===== src/rtl/uart_rx_mmio_if.sv =====
// CPU load-side bus of the memory-mapped UART receiver: load strobe, address,
// combinational read data and the receive interrupt.
interface uart_rx_mmio_if;
  logic       rd_en;
  logic [7:0] Address;
  logic [7:0] RegData;
  logic       rx_irq;

  modport master (
    output rd_en,
    output Address,
    input  RegData,
    input  rx_irq
  );

  modport slave (
    input  rd_en,
    input  Address,
    output RegData,
    output rx_irq
  );
endinterface


===== src/rtl/uart_rx_mmio.sv =====
// Memory-mapped UART receiver: 8N1 deserialiser feeding a small byte FIFO read by CPU loads.
// Define UART_RX_PARITY_EN to receive 8E1 frames with an even-parity check (parity_err in STAT bit 3).
module uart_rx_mmio #(
  parameter int unsigned CLK_HZ     = 50_000_000,
  parameter int unsigned BAUD       = 115_200,
  parameter int unsigned FIFO_DEPTH = 4,
  parameter logic [7:0]  ADDR_DATA  = 8'hFE,
  parameter logic [7:0]  ADDR_STAT  = 8'hFD
) (
  input  logic           clk,
  input  logic           rst,
  input  logic           rxd,
  uart_rx_mmio_if.slave  bus
);

  localparam int unsigned DIV  = CLK_HZ / BAUD;
  localparam int unsigned CW   = (DIV > 2) ? $clog2(DIV) : 1;
  localparam int unsigned PW   = $clog2(FIFO_DEPTH);
  localparam int unsigned NW   = $clog2(FIFO_DEPTH + 1);

  localparam logic [CW-1:0] BAUD_HALF = CW'(DIV / 2);
  localparam logic [CW-1:0] BAUD_FULL = CW'(DIV - 1);
  localparam logic [NW-1:0] DEPTH_N   = NW'(FIFO_DEPTH);

  localparam logic [2:0] S_IDLE   = 3'd0;
  localparam logic [2:0] S_START  = 3'd1;
  localparam logic [2:0] S_DATA   = 3'd2;
  localparam logic [2:0] S_STOP   = 3'd3;
`ifdef UART_RX_PARITY_EN
  localparam logic [2:0] S_PARITY = 3'd4;
`endif

  logic          sync1_q, sync2_q, prev_q;
  logic [2:0]    state_q, state_d;
  logic [CW-1:0] baud_q, baud_d;
  logic [2:0]    bit_q, bit_d;
  logic [7:0]    shift_q, shift_d;

  logic [7:0]    mem_q [FIFO_DEPTH];
  logic [PW-1:0] wr_q, rd_q;
  logic [NW-1:0] count_q, count_d;
  logic          irq_q;
  logic          frame_err_q, overrun_q, parity_err_q;

  logic tick, empty, full, pop, stat_rd;
  logic push, set_fe, set_ovr, set_pe;

`ifdef UART_RX_PARITY_EN
  logic par_bad_q, par_bad_d;
`endif

  assign tick    = (baud_q == '0);
  assign empty   = (count_q == '0);
  assign full    = (count_q == DEPTH_N);
  assign pop     = bus.rd_en && (bus.Address == ADDR_DATA) && !empty;
  assign stat_rd = bus.rd_en && (bus.Address == ADDR_STAT);

  // Receive FSM: operates only on the synchronised line (sync2_q) and its delayed copy.
  always_comb begin
    state_d = state_q;
    baud_d  = baud_q;
    bit_d   = bit_q;
    shift_d = shift_q;
    push    = 1'b0;
    set_fe  = 1'b0;
    set_ovr = 1'b0;
    set_pe  = 1'b0;
`ifdef UART_RX_PARITY_EN
    par_bad_d = par_bad_q;
`endif
    case (state_q)
      S_IDLE: begin
        if (prev_q && !sync2_q) begin
          state_d = S_START;
          baud_d  = BAUD_HALF;
        end
      end
      S_START: begin
        if (!tick) begin
          baud_d = baud_q - CW'(1);
        end else if (!sync2_q) begin
          state_d = S_DATA;
          baud_d  = BAUD_FULL;
          bit_d   = '0;
        end else begin
          state_d = S_IDLE;
        end
      end
      S_DATA: begin
        if (!tick) begin
          baud_d = baud_q - CW'(1);
        end else begin
          shift_d = {sync2_q, shift_q[7:1]};
          baud_d  = BAUD_FULL;
          if (bit_q == 3'd7) begin
`ifdef UART_RX_PARITY_EN
            state_d = S_PARITY;
`else
            state_d = S_STOP;
`endif
          end else begin
            bit_d = bit_q + 3'd1;
          end
        end
      end
`ifdef UART_RX_PARITY_EN
      S_PARITY: begin
        if (!tick) begin
          baud_d = baud_q - CW'(1);
        end else begin
          par_bad_d = (^shift_q) ^ sync2_q;
          baud_d    = BAUD_FULL;
          state_d   = S_STOP;
        end
      end
`endif
      S_STOP: begin
        if (!tick) begin
          baud_d = baud_q - CW'(1);
        end else begin
          state_d = S_IDLE;
          if (!sync2_q) begin
            set_fe = 1'b1;
`ifdef UART_RX_PARITY_EN
            set_pe = par_bad_q;
          end else if (par_bad_q) begin
            set_pe = 1'b1;
`endif
          end else if (!full || pop) begin
            // A pop on the same edge frees a slot, so a full FIFO still accepts the byte.
            push = 1'b1;
          end else begin
            set_ovr = 1'b1;
          end
        end
      end
      default: state_d = S_IDLE;
    endcase
  end

  always_comb begin
    count_d = count_q;
    case ({push, pop})
      2'b10:   count_d = count_q + NW'(1);
      2'b01:   count_d = count_q - NW'(1);
      default: count_d = count_q;
    endcase
  end

  always_ff @(posedge clk or negedge rst) begin
    if (!rst) begin
      sync1_q      <= 1'b1;
      sync2_q      <= 1'b1;
      prev_q       <= 1'b1;
      state_q      <= S_IDLE;
      baud_q       <= '0;
      bit_q        <= '0;
      shift_q      <= '0;
      wr_q         <= '0;
      rd_q         <= '0;
      count_q      <= '0;
      irq_q        <= 1'b0;
      frame_err_q  <= 1'b0;
      overrun_q    <= 1'b0;
      parity_err_q <= 1'b0;
`ifdef UART_RX_PARITY_EN
      par_bad_q    <= 1'b0;
`endif
    end else begin
      sync1_q      <= rxd;
      sync2_q      <= sync1_q;
      prev_q       <= sync2_q;
      state_q      <= state_d;
      baud_q       <= baud_d;
      bit_q        <= bit_d;
      shift_q      <= shift_d;
      if (push) wr_q <= wr_q + PW'(1);
      if (pop)  rd_q <= rd_q + PW'(1);
      count_q      <= count_d;
      irq_q        <= (count_d != '0);
      // Set has priority over the read-to-clear of a STAT load in the same cycle.
      frame_err_q  <= set_fe  | (frame_err_q  & ~stat_rd);
      overrun_q    <= set_ovr | (overrun_q    & ~stat_rd);
      parity_err_q <= set_pe  | (parity_err_q & ~stat_rd);
`ifdef UART_RX_PARITY_EN
      par_bad_q    <= par_bad_d;
`endif
    end
  end

  always_ff @(posedge clk) begin
    if (push) mem_q[wr_q] <= shift_q;
  end

  always_comb begin
    bus.RegData = '0;
    if (bus.Address == ADDR_DATA) begin
      bus.RegData = empty ? 8'h00 : mem_q[rd_q];
    end else if (bus.Address == ADDR_STAT) begin
      bus.RegData = {3'b000, full, parity_err_q, overrun_q, frame_err_q, !empty};
    end
  end

  assign bus.rx_irq = irq_q;

endmodule

===== src/flat_wrapper.sv =====
// flat-port wrapper written by rule: the top's interface ports become plain ports
module uart_rx_mmio_flat 
#(
  parameter int unsigned CLK_HZ     = 50_000_000,
  parameter int unsigned BAUD       = 115_200,
  parameter int unsigned FIFO_DEPTH = 4,
  parameter logic [7:0]  ADDR_DATA  = 8'hFE,
  parameter logic [7:0]  ADDR_STAT  = 8'hFD
)
  (clk, rst, rxd, bus_rd_en, bus_Address, bus_RegData, bus_rx_irq);
  uart_rx_mmio_if bus_i ();
  input  logic clk;
  input  logic rst;
  input  logic rxd;
  input wire logic [$bits(bus_i.rd_en)-1:0] bus_rd_en;
  input wire logic [$bits(bus_i.Address)-1:0] bus_Address;
  output wire logic [$bits(bus_i.RegData)-1:0] bus_RegData;
  output wire logic [$bits(bus_i.rx_irq)-1:0] bus_rx_irq;
  assign bus_i.rd_en = bus_rd_en;
  assign bus_i.Address = bus_Address;
  assign bus_RegData = bus_i.RegData;
  assign bus_rx_irq = bus_i.rx_irq;
  uart_rx_mmio #(.CLK_HZ(CLK_HZ), .BAUD(BAUD), .FIFO_DEPTH(FIFO_DEPTH), .ADDR_DATA(ADDR_DATA), .ADDR_STAT(ADDR_STAT)) u_core (.clk(clk), .rst(rst), .rxd(rxd), .bus(bus_i));
endmodule

===== config.mk =====
export PLATFORM = sky130hd
export DESIGN_NAME = uart_rx_mmio_flat
export DESIGN_NICKNAME = d
export VERILOG_FILES = /design/src/rtl/uart_rx_mmio_if.sv /design/src/rtl/uart_rx_mmio.sv /design/src/flat_wrapper.sv
export SDC_FILE = /design/constraint.sdc
export NUM_CORES = 1
export LEC_CHECK = 0
export ABC_AREA = 1
export CORE_MARGIN = 2
export CORE_UTILIZATION = 30
export DETAILED_ROUTE_END_ITERATION = 10
export PLACE_DENSITY = 0.51
export REMOVE_ABC_BUFFERS = 1
export SLEW_MARGIN = 5
export SYNTH_ARGS = -nofsm -noshare
export SYNTH_HDL_FRONTEND = slang
export SYNTH_SLANG_ARGS = --single-unit

===== constraint.sdc =====
create_clock -name clk -period 4.9 [get_ports clk]
set_input_delay 0.735 -clock clk [delete_from_list [all_inputs] [get_ports clk]]
set_output_delay 0.735 -clock clk [all_outputs]
set_load 0.05 [all_outputs]

==> results of run 1 <==
## per-stage QoR
step           setup WS (ps)  utilization (%)
2_1_floorplan           1900                -
3_3_place_gp            1460             33.9
3_5_place_dp            1400             33.9
4_1_cts                 1390             35.7
5_1_grt                 1260             35.7
6_report                1410             35.7
## cell type report
cell class | count | area (µm²) | area share [%]
multi-input combinational | 235 | 1280 | 32.9
sequential | 68 | 1870 | 47.9
timing repair buffer | 20 | 195 | 5.02
tap | 140 | 175 | 4.50
clock buffer | 9 | 124 | 3.18
inverter | 45 | 171 | 4.41
clock inverter | 7 | 80.1 | 2.06
## per-layer routing
metal | vias to the layer above | track usage (%)
met3 | 8 | 3.02
met4 | 0 | 3.53
met2 | 47 | 19.2
met5 | - | 0
li1 | 1206 | -
met1 | 1095 | 15.6
## registers in the layout, indices dropped and copies added, names as in the netlist
register / cells
u_core.bus.rx_irq: 1
u_core.count_q: 3
u_core.frame_err_q: 1
u_core.wr_q: 2
u_core.rd_q: 2
u_core.sync2_q: 1
u_core.mem_q: 32
u_core.state_q: 2
u_core.parity_err_q: 1
u_core.prev_q: 1
u_core.baud_q: 9
u_core.bit_q: 3
u_core.shift_q: 8
u_core.overrun_q: 1
u_core.sync1_q: 1
## cell usage in the layout, fill, tap and decap left out, drive strengths merged, types with 2 or more instances in the layout
master and count:
dfstp 3, nand3 21, nor3 2, a21oi 11
dfrtp 33, nand2 82, inv 49, o22a 4
clkdlybuf4s50 19, clkinvlp 2, o21ai 38, o22ai 2
ha 14, o21bai 2, edfxtp 32, nand4 3
clkbuf 9, xor2 4, nor2 47
## logic make-up after synthesis
family / share of synthesized area (%)
AND/OR/NAND/NOR: 21.2
flip-flops: 55.7
AO/OA/AOI/OAI: 9.86
buffers and inverters: 6.09
adder cells (fa/ha/maj): 5.83
XOR/XNOR: 1.31
## power by group through the flow
stage,clock network (µW),logic [µW],registers (µW)
after floorplan,0,319,679
after global placement,0,413,690
after detailed placement,0,420,691
after CTS,498,422,679
after global routing,522,475,687
final,482,416,679
## worst paths after layout
path | startpoint | endpoint | slack, ps
setup reg to reg | u_core.baud_q[0] | u_core.bus.rx_irq | 2450
min in group asynchronous | rst | u_core.state_q[0] | 500
hold reg to reg | u_core.sync1_q | u_core.sync2_q | 360
hold / removal | u_core.sync1_q | u_core.sync2_q | 360
max in group asynchronous | rst | u_core.baud_q[6] | 3860
setup / recovery | bus_Address[1] | bus_RegData[1] | 1410
==> results.md, run 1 <==
* Status: complete, no violations
* Final wirelength at 6700 µm
* Met3 Routed Length at 245 µm
* Gate power share at 26.4%
* Layout cells sized above 1 at 12.0%
* Ys async rst share at 52.9%
* Clock sink total at 68
* Final Skew at 7.76 ps
* Avg Inst Size Synth at 9.49 µm²
* First-pass GRT wire length at 10,800 µm
* Leading cell types by count after synthesis: nand2_1, inv_1, nor2_1
* EDFF count, synth at 32
* Inserted Diodes at 0
* WL met1 at 3270 µm
* Core area at 10,900 µm²
* Clock buffer count from CTS at 9
* Most common cell in the synthesized netlist: nand2_1
* Min-delay worst type: reg2reg
* Critical Path Slowest Stage Cell: clkdlybuf4s50_1
* Total number of vias at 2,356
* Row Count at 38
* Top delay family on crit path: buffers and inverters
* Minimum clock period at 3490 ps
* Fillers at 1,138
* Final setup violation count at 0
* Leakage power at 0.00164 µW
* Placer congestion estimate at 0.736
* Max Slew Vio Count at 0
* Period utilization at 71.1%
* WHS Path Cells at 0
* Seq pwr share at 43.1%
* Fmax at 0.287 GHz
* Cell count along the critical path at 6
* Critical Path RT at 4160 ps
* Largest net degree at the start of global routing at 37
* Grt total ovfl at 0
* # DRC at 0
* DRT iter0 DRCs at 90
* Worst Path Max Fanout at 8
* RSZ-0062 raised after global routing: false
* H-tree levels at 3
* Buf/Inv on CP at 2
* Switching power total at 560 µW
* NumNets Final at 406
* Max Buffers Root-to-Sink at 2
* ANT nets after route at 0
* Synth Flop Type: dfrtp_1
* FF+latch count, synth at 68
* CP Capture Type: output port
* Post-synthesis cell type count at 34
* Inst Count DP at 508
* Cell mode on critical path: clkdlybuf4s50_1
* Post_cts resized at 0
* Initial Util at 30.8%
* Root buffer selected by CTS: clkbuf_8
* CP cell instances: clkdlybuf4s50_1 -> nand4_1 -> nor2_1 -> nand2_2 -> o21ai_0 -> clkdlybuf4s50_1
* R2R depth at 13
* Startpoint Class: input port
* Vias/cell at 4.50
* Rel. slew slack at 42.8%
* Worst Path Arrival at 2750 ps
* Pwr dens at 405 nW/µm²
* Switching share of power at 35.5%
* Cell Int Power at 1020 µW
* Synth Instances at 353
* Placed cell area at 3690 µm²
* CP Class: in2out
* YS warnings at 0
* Routed WL per cell at 12.8 µm
* Worst Tran Pin Value at 857 ps
* Post-DP HPWL at 4700 µm
* Max VDD drop at 0.145 mV
* Vias in the first global route at 2,229
* Die Ht at 110 µm
* Clock power frac at 30.6%
* PnR Total Power at 1580 µW
* Die area at 12,000 µm²
* Met2 WL post-DR at 3130 µm
* Post-Syn Area at 3350 µm²
* Finished Layout Cells at 524
* Die X at 110 µm
* Antenna violations before repair at 0
* Max Cap Viol at 0
* Layout area overhead at 16.2%
* Critical Path Max Stage Delay at 830 ps
* CTS hold repair buffers at 0
* Post-CTS setup buffer count at 0
* Worst skew pair latency at 340 ps
* Setup TNS at 0 ps
* I/O pins at 21
* All-Layer GR Usage at 11.8%
* CTS clk-pin slew, worst paths at 80 ps
* Sequential fraction of the synthesis area at 55.7%
* Drt pass-1 iters at 4
* Count of input and output buffers at 20
* Area contributors post-synth: edfxtp_1, dfrtp_1, nand2_1, ha_1, o21ai_0
* CTS tree: done
* Final hold violations at 0
* Post-synth top area share at 28.7%
* Post-synth top area cell: edfxtp_1
* DR top layer: met4
* Post-route cell area at 3890 µm²
* Hold_ws at 359 ps
Power figures use the tool's default switching activity.
==> run 2: changes to the inputs <==
==> constraint.sdc (replaced) <==
create_clock -name clk -period 3.4 [get_ports clk]
set_input_delay 0.51 -clock clk [delete_from_list [all_inputs] [get_ports clk]]
set_output_delay 0.51 -clock clk [all_outputs]
set_load 0.05 [all_outputs]
==> run 2 against run 1 <==
First-iteration DRC count rose by 24%. Flip-flop and latch count did not move. Cell area barely moved. Largest power group unchanged. Highest routed layer unchanged. Non-clock buffer count rose by 1. Clock skew rose by 6.0 ps.
==> results.md, run 2 (synthesis gave the netlist of run 1 again) <==
* Max Cap Viol at 0 (unchanged)
* Clock buffer count from CTS at 9 (unchanged)
* CTS hold repair buffers at 0 (unchanged)
* CP Class: reg2out
* Setup TNS at 0 ps (unchanged)
* Worst Tran Pin Value at 863 ps (+5.09 ps)
* CP Capture Type: output port
* Post-route cell area at 3890 µm² (about the same)
* Critical Path Slowest Stage Cell: clkdlybuf4s50_1
* Cell Int Power at 1470 µW (+44%)
* Drt pass-1 iters at 4 (unchanged)
* Largest net degree at the start of global routing at 37 (unchanged)
* Minimum clock period at 3130 ps
* CP cell instances: inv_2 -> o21ai_0 -> o22ai_1 -> nand3_1 -> nand2_1 -> clkdlybuf4s50_1
* Status: complete, no violations
* All-Layer GR Usage at 12.8% (+0.94 points)
* Max Buffers Root-to-Sink at 2 (unchanged)
* Critical Path RT at 2890 ps (-1270 ps)
* Fillers at 1,123 (-1.3%)
* Most frequent cells in the layout: nand2_1, inv_1, nor2_1, o21ai_0, dfrtp_1
* First-pass GRT wire length at 11,600 µm (+6.7%)
* Root buffer selected by CTS: clkbuf_8
* Switching share of power at 35.7% (+0.17 points)
* Min-delay worst type: in2async
* Clock sink total at 68 (unchanged)
* RSZ-0062 raised after global routing: false
* Count of input and output buffers at 20 (unchanged)
* DRT iter0 DRCs at 112 (+24%)
* NumNets Final at 407 (+0.25%)
* Buf/Inv on CP at 2 (unchanged)
* Vias/cell at 4.52 (+0.57%)
* Total number of vias at 2,374 (+0.76%)
* Most common cell after layout, fill and taps aside: nand2_1
* Inserted Diodes at 0 (unchanged)
* Antenna violations before repair at 0 (unchanged)
* Leakage power at 0.00166 µW (+0.85%)
* Post-DP HPWL at 4770 µm (+1.5%)
* Row Count at 38 (unchanged)
* Critical Path Max Stage Delay at 800 ps (-30 ps)
* Die X at 110 µm (unchanged)
* I/O pins at 21 (unchanged)
* Grt total ovfl at 0 (unchanged)
* # DRC at 0 (unchanged)
* Final Skew at 13.7 ps (+5.95 ps)
* Initial Util at 30.8% (unchanged)
* PnR Total Power at 2280 µW (+44%)
* Period utilization at 92.0%
* Startpoint Class: flop
* Post-CTS setup buffer count at 0 (unchanged)
* Rel. slew slack at 42.5% (-0.34 points)
* Pwr dens at 586 nW/µm² (+45%)
* H-tree levels at 3 (unchanged)
* Core area at 10,900 µm² (unchanged)
* Top delay family on crit path: buffers and inverters
* Biggest regs: u_core.mem_q (32), u_core.baud_q (9), u_core.shift_q (8)
* Worst skew pair latency at 350 ps (about the same)
* Routed WL per cell at 13.2 µm (+2.9%)
* Clock power frac at 30.9% (+0.3 points)
* Worst Path Max Fanout at 19 (+11)
* Max Slew Vio Count at 0 (unchanged)
* Top reg by flops: u_core.mem_q
* Max VDD drop at 0.193 mV (+33%)
* Final setup violation count at 0 (unchanged)
* Die area at 12,000 µm² (unchanged)
* Final hold violations at 0 (unchanged)
* CTS clk-pin slew, worst paths at 90 ps (about the same)
* Setup WS pre-CTS at 374 ps (-1020 ps)
* Switching power total at 813 µW (+45%)
* Fmax at 0.320 GHz
* Placer congestion estimate at 0.797 (+8.3%)
* Layout area overhead at 16.1% (about the same)
* Gate power share at 26.1% (-0.3 points)
* CTS tree: done
* Max reg flops at 32 (unchanged)
* Final wirelength at 6900 µm (+3.1%)
* Vias in the first global route at 2,377 (+6.6%)
* Seq pwr share at 42.9% (-0.2 points)
* Worst Path Arrival at 2620 ps (-130 ps)
* Post_cts resized at 0 (unchanged)
* Die Ht at 110 µm (unchanged)
* Placed cell area at 3680 µm² (about the same)
* ANT nets after route at 0 (unchanged)
* Layout cells sized above 1 at 13.2% (+1.3 points)
* Final worst slack at 273 ps (-1140 ps)
run 2: cell count changes in the layout (fill, tap and decap cells not counted):
| cell | previous run | this run |
|---|---|---|
| buf_4 | 0 | 5 |
| clkdlybuf4s50_1 | 19 | 15 |
run 2: final timing paths:
path	from	end	slack (ps)	depth (start not counted)
max	u_core.rd_q[0]	bus_RegData[0]	270	6
min	rst	u_core.state_q[0]	260	1
max reg2reg	u_core.baud_q[0]	u_core.bus.rx_irq	920	13
min reg2reg	u_core.sync1_q	u_core.sync2_q	360	0
max in group asynchronous	rst	u_core.wr_q[1]	2580	1
min in group clk	u_core.sync1_q	u_core.sync2_q	360	0
run 2: power groups by stage:
stage	clock (µW)	combinational (µW)	sequential, µW
floorplan	0	459	978
global placement	0	593	994
detailed placement	0	604	996
CTS	728	605	979
global route	760	691	988
finish	704	596	978
run 2: layout make-up:
class	count	area, µm²	share of cell area, %
Timing Repair Buffer	21	193	4.95
Sequential cell	68	1870	48.0
Inverter	45	171	4.41
Multi-Input combinational cell	235	1280	32.9
Clock inverter	7	80.1	2.06
Clock buffer	9	124	3.19
Tap cell	140	175	4.50
run 2: metrics by stage:
stage / hold slack (ps) / std cells / util (%)
finish: 259 / 525 / 35.7
global route: 342 / 525 / 35.7
CTS: 303 / 525 / 35.7
detailed placement: 347 / 509 / 33.8
global placement: 347 / 509 / 33.8
floorplan: 214 / 348 / -
run 2: routing by layer:
layer | GRT usage, % | wire length [µm]
met4 | 4.88 | 103
met3 | 2.85 | 216
met5 | 0 | 0
met1 | 16.3 | 3350
met2 | 21.2 | 3240
==> run 3: changes to the inputs <==
--- a/config.mk
+++ b/config.mk
@@ -8,6 +8,7 @@
 export ABC_AREA = 1
 export CORE_MARGIN = 2
 export CORE_UTILIZATION = 30
+export CTS_CLUSTER_DIAMETER = 120
 export DETAILED_ROUTE_END_ITERATION = 10
 export PLACE_DENSITY = 0.51
 export REMOVE_ABC_BUFFERS = 1
==> results of run 3 <==
The final DEF is identical to that of run 2; final timing and power are the same.
